## src/rtl/rosc_odometer_meas.sv

```systemverilog
// Odometer measurement controller: enables a stressed/reference ring oscillator pair,
// counts synchronized rising edges of each over a programmed window and reports the counts.
module rosc_odometer_meas #(
    parameter int CNT_W       = 16,
    parameter int WIN_W       = 16,
    parameter int SETTLE_CYC  = 8,
    parameter int SYNC_STAGES = 2
) (
    input  logic               clk,
    input  logic               rst,
    input  logic               start,
    input  logic [WIN_W-1:0]   win_len,
    output logic               busy,
    output logic               rosc_ref_en,
    output logic               rosc_str_en,
    input  logic               rosc_ref_in,
    input  logic               rosc_str_in,
    output logic               res_valid,
    input  logic               res_ready,
    output logic [CNT_W-1:0]   ref_count,
    output logic [CNT_W-1:0]   str_count,
    output logic [CNT_W:0]     delta,
    output logic               overflow
);

    localparam logic [1:0] S_IDLE   = 2'd0;
    localparam logic [1:0] S_SETTLE = 2'd1;
    localparam logic [1:0] S_COUNT  = 2'd2;
    localparam logic [1:0] S_REPORT = 2'd3;

    // One cycle counter serves both the settle phase and the count window.
    localparam int SET_W = $clog2(SETTLE_CYC + 1);
    localparam int CYC_W = (WIN_W > SET_W) ? WIN_W : SET_W;

    logic [1:0] osc_in;
    logic [1:0] rise;

    assign osc_in = {rosc_str_in, rosc_ref_in};

    // Index 0 is the reference oscillator, index 1 the stressed one.
    genvar gi;
    generate
        for (gi = 0; gi < 2; gi++) begin : g_sync
            logic [SYNC_STAGES-1:0] sync_q, sync_d;
            logic                   dly_q, dly_d;

            always_comb begin
                sync_d = {sync_q[SYNC_STAGES-2:0], osc_in[gi]};
                dly_d  = sync_q[SYNC_STAGES-1];
            end

            always_ff @(posedge clk) begin
                if (rst) begin
                    sync_q <= '0;
                    dly_q  <= 1'b0;
                end else begin
                    sync_q <= sync_d;
                    dly_q  <= dly_d;
                end
            end

            assign rise[gi] = sync_q[SYNC_STAGES-1] & ~dly_q;
        end
    endgenerate

    logic [1:0]       state_q, state_d;
    logic [CYC_W-1:0] win_q, win_d;
    logic [CYC_W-1:0] cyc_q, cyc_d;
    logic [CNT_W-1:0] ref_q, ref_d;
    logic [CNT_W-1:0] str_q, str_d;
    logic [CNT_W:0]   delta_q, delta_d;
    logic             ovf_q, ovf_d;
    logic             en_q, en_d;
    logic             valid_q, valid_d;
    logic             busy_q, busy_d;

    always_comb begin
        state_d = state_q;
        win_d   = win_q;
        cyc_d   = cyc_q;
        ref_d   = ref_q;
        str_d   = str_q;
        delta_d = delta_q;
        ovf_d   = ovf_q;
        en_d    = en_q;
        valid_d = valid_q;
        case (state_q)
            S_IDLE: begin
                if (start) begin
                    win_d   = CYC_W'(win_len);
                    cyc_d   = '0;
                    ref_d   = '0;
                    str_d   = '0;
                    delta_d = '0;
                    ovf_d   = 1'b0;
                    en_d    = 1'b1;
                    if (win_len == '0) begin
                        state_d = S_REPORT;
                        valid_d = 1'b1;
                    end else begin
                        state_d = S_SETTLE;
                        valid_d = 1'b0;
                    end
                end
            end
            S_SETTLE: begin
                if (cyc_q == CYC_W'(SETTLE_CYC - 1)) begin
                    cyc_d   = '0;
                    state_d = S_COUNT;
                end else begin
                    cyc_d = cyc_q + CYC_W'(1);
                end
            end
            S_COUNT: begin
                if (rise[0]) begin
                    if (ref_q == '1) ovf_d = 1'b1;
                    else             ref_d = ref_q + CNT_W'(1);
                end
                if (rise[1]) begin
                    if (str_q == '1) ovf_d = 1'b1;
                    else             str_d = str_q + CNT_W'(1);
                end
                // Delta uses the post-increment counts so it always matches the reported pair.
                if (cyc_q == win_q - CYC_W'(1)) begin
                    state_d = S_REPORT;
                    en_d    = 1'b0;
                    valid_d = 1'b1;
                    delta_d = {1'b0, ref_d} - {1'b0, str_d};
                end else begin
                    cyc_d = cyc_q + CYC_W'(1);
                end
            end
            default: begin
                en_d = 1'b0;
                if (res_ready) begin
                    valid_d = 1'b0;
                    state_d = S_IDLE;
                end
            end
        endcase
        busy_d = (state_d != S_IDLE);
    end

    always_ff @(posedge clk) begin
        if (rst) begin
            state_q <= S_IDLE;
            win_q   <= '0;
            cyc_q   <= '0;
            ref_q   <= '0;
            str_q   <= '0;
            delta_q <= '0;
            ovf_q   <= 1'b0;
            en_q    <= 1'b0;
            valid_q <= 1'b0;
            busy_q  <= 1'b0;
        end else begin
            state_q <= state_d;
            win_q   <= win_d;
            cyc_q   <= cyc_d;
            ref_q   <= ref_d;
            str_q   <= str_d;
            delta_q <= delta_d;
            ovf_q   <= ovf_d;
            en_q    <= en_d;
            valid_q <= valid_d;
            busy_q  <= busy_d;
        end
    end

    assign busy        = busy_q;
    assign rosc_ref_en = en_q;
    assign rosc_str_en = en_q;
    assign res_valid   = valid_q;
    assign ref_count   = ref_q;
    assign str_count   = str_q;
    assign delta       = delta_q;
    assign overflow    = ovf_q;

endmodule

```

## config.mk

```make
export PLATFORM = sky130hd
export DESIGN_NAME = rosc_odometer_meas
export DESIGN_NICKNAME = d
export VERILOG_FILES = /design/src/rtl/rosc_odometer_meas.sv
export SDC_FILE = /design/constraint.sdc
export NUM_CORES = 1
export LEC_CHECK = 0
export CAP_MARGIN = 10
export CORE_MARGIN = 2
export CORE_UTILIZATION = 55
export CTS_CLUSTER_SIZE = 12
export DETAILED_ROUTE_END_ITERATION = 12
export GPL_TIMING_DRIVEN = 0
export PLACE_DENSITY = 0.8
export SYNTH_ARGS = -nofsm -noshare
export SYNTH_HDL_FRONTEND = slang
export SYNTH_SLANG_ARGS = --single-unit
```

## constraint.sdc

```tcl
create_clock -name clk -period 10.8 [get_ports clk]
set_clock_uncertainty 0.2 [all_clocks]
set_input_delay 2.16 -clock clk [delete_from_list [all_inputs] [get_ports clk]]
set_output_delay 2.16 -clock clk [all_outputs]
set_load 0.01 [all_outputs]
```

==> flow_metrics.env <==
export IMPL_cp_max_fo=9
export IMPL_total_power_mw=0.7048
export IMPL_hold_violations=0
export IMPL_clkTransAtPathRegs_ns=0.09
export IMPL_vdd_drop_max_mv=0.05978
export IMPL_synth_nets=783
export IMPL_status="finished, final reports clean"
export IMPL_firstDrtPassIters=6
export IMPL_pin_count=76
export IMPL_clock_sinks=93
export IMPL_viasPerCell=6.117
export IMPL_ys_flop_type="dfxtp_1"
export IMPL_antenna_found_initial=0
export IMPL_cts_resized=0
export IMPL_gp_congestion=0.9467
export IMPL_cts_root_buffer="clkbuf_8"
export IMPL_critPathSlowestCell="a41oi_1"
export IMPL_fp_dieH_um=106.5
export IMPL_maxCapViolations=0
export IMPL_cts_tree="done"
export IMPL_criticalPathCategory="flip-flop to flip-flop"
export IMPL_hold_buffers=0
export IMPL_drt_iter0_markers=366
export IMPL_setup_viol=0
export IMPL_powerDensity_nw_per_um2=102.4
export IMPL_dp_hpwl_um=12660
export IMPL_dieArea_um2=11330
export IMPL_track_usage_pct=29.74
export IMPL_power_leakage_nw=2.438
export IMPL_layout_nets=868
export IMPL_slew_violations=0
export IMPL_cp_end_kind="flip-flop"
export IMPL_rsz0062_at_grt="no"
export IMPL_synth_seq_cells=93
export IMPL_core_area_um2=10280
export IMPL_final_min_clock_period_ns=5.063
export IMPL_ys_types=75
export IMPL_avgSynthCellArea_um2=7.845
export IMPL_synthArstFlopShare_pct=0
export IMPL_fin_crit_sh_pct=46.88
export IMPL_hp_class="flip-flop to flip-flop"
export IMPL_synth_edf_count=0
export IMPL_worstMarginPinSlew_ns=0.8432
export IMPL_drc_errors=0
export IMPL_cp_required_ns=10.91
export IMPL_rows=37
export IMPL_holdWs_ns=0.2464
export IMPL_slew_headroom_pct=43.04
export IMPL_netlist_area_um2=5774
export IMPL_grt_overflow=0
export IMPL_drt_wl_total_um=16750
export IMPL_path_cells="ha_1 -> nand2_1 -> nor2_1 -> a41oi_1 -> nand4_1 -> nor2_1 -> xnor2_1 -> ha_1 -> or3_1 -> or3_1 -> a221oi_1 -> o21ai_0 -> o21ai_0 -> or4b_1 -> a21oi_1"
export IMPL_synth_cells=736
export IMPL_cts_setup_buffers=0
export IMPL_setup_tns_final_ns=0
export IMPL_post_place_ws_ns=5.884
export IMPL_num_vias=5885
export IMPL_final_core_util_pct=66.98
export IMPL_area_growth_pct=19.22
export IMPL_clk_latency_ns=0.38
export IMPL_post_drt_wl_per_cell_um=17.41
export IMPL_grt_max_degree=17
export IMPL_start_kind="flip-flop"
export IMPL_initial_utilization_pct=56.18
export IMPL_fin_ws_ns=5.737
export IMPL_antenna_cells=0
export IMPL_worst_path_largest_cell_delay_ns=0.70
export IMPL_cts_buffer_depth=2
export IMPL_htree_levels=3
export IMPL_grt_pass1_wl_um=26820
export IMPL_die_w_um=106.5
export IMPL_synth_seq_area_share_pct=32.24
export IMPL_postRouteAntennaNets=0
export IMPL_worstPathArrival_ns=5.17
export IMPL_fmaxAchievable_ghz=0.1975
export IMPL_synth_warnings=0
export IMPL_reg2reg_slack_ns=5.74
export IMPL_cts_buffers=9
export IMPL_grt_pass1_vias=5577
export IMPL_layout_drive_gt1_share_pct=4.479
export IMPL_port_buffers=74
[cell usage in the layout, fill, tap and decap left out, drive strengths merged, types with 12 or more instances in the layout]
cell and instances:
nor2 97, dfxtp 93, nand2 79, clkdlybuf4s50 74
a21oi 59, clkbuf 37, o21ai 36, nand3 33
xnor2 29, ha 24, a22oi 21, and3 20
xor2 20, inv 18, nor3 17, nand4 12
nor4 12
[metal layers]
layer / up-vias / wire (um) / global-route usage, %
met5: - / 0 / 0
met4: 0 / 544 / 12.80
met3: 37 / 1001 / 4.598
met2: 236 / 8352 / 53.43
met1: 2754 / 6849 / 34.97
li1: 2858 / - / -
[area by class of cell]
type	instances	area, um2
well taps	136	170.2
repair buffers	74	740.7
clock buffers	10	127.6
multi-input cells	589	3692
clock inverters	6	71.32
inverters	17	63.81
flip-flops and latches	93	1862
plain buffers	37	156.4
fillers	889	3393
[report_power, final]
part / internal, mW / switching, mW / total, mW
sequential: 0.349 / 0.00779 / 0.357
clock: 0.109 / 0.133 / 0.242
combinational: 0.0430 / 0.0627 / 0.106
[critical path: cells and delay by family (launching register included)]
family	cells	cell delay [ns]
fa+ha+maj	2	0.51
flops	1	0.38
simple gates	7	2.05
xor+xnor	1	0.14
compound gates	5	1.71
[through the flow]
stage / std cells / area [um2]
floorplan: 736 / 5774
global placement: 946 / 6685
detailed placement: 946 / 6685
CTS: 962 / 6884
global route: 962 / 6884
finish: 962 / 6884
[cell families (layout without fill, tap and decap cells)]
logic type	after synthesis	in the layout	share of synthesized area, %
simple gates	322	322	28.17
compound gates	186	186	21.54
flops	93	93	32.24
buf+inv	54	144	3.814
xor+xnor	49	49	7.432
fa+ha+maj	25	25	5.547
mux	7	7	1.257
[synthesized netlist by cell type, drive strengths merged, types with 4 or more instances]
library cell	number	share of area [%]
or3	5	0.63
nor4	12	1.6
o21ai	36	3.1
mux2i	5	0.87
nand3	33	2.9
nor2	97	6.3
and4	4	0.61
nand2	79	5.2
and3	20	2.2
xor2	20	3.0
nand4	12	1.3
xnor2	29	4.4
nor3	17	1.8
ha	24	5.2
o211ai	4	0.52
a2bb2oi	6	1.0
buf	10	0.95
or4b	8	1.5
a31oi	5	0.54
nor2b	11	1.2
o41ai	4	0.61
o31ai	4	0.52
or4	7	0.98
clkbuf	27	1.8
o21a	4	0.52
inv	16	1.0
a21o	6	0.78
dfxtp	93	32
nand2b	7	0.76
a21oi	59	5.1
a22oi	21	2.7
[worst paths after layout]
check / from / endpoint / depth (start not counted)
max reg2reg: str_count[0] / delta[11] / 15
min reg2reg: g_sync[0].sync_q[0] / g_sync[0].sync_q[1] / 1
min: g_sync[0].sync_q[0] / g_sync[0].sync_q[1] / 1
max: str_count[0] / delta[11] / 15
[sequential cells by signal (all words and copies together) (netlist names), 2 cells and up]
register,count
delta,17
cyc_q,16
ref_count,16
str_count,16
win_q,16
g_sync.sync_q,4
g_sync.dly_q,2
state_q,2
Note: power is estimated with default switching activity, not from simulation.
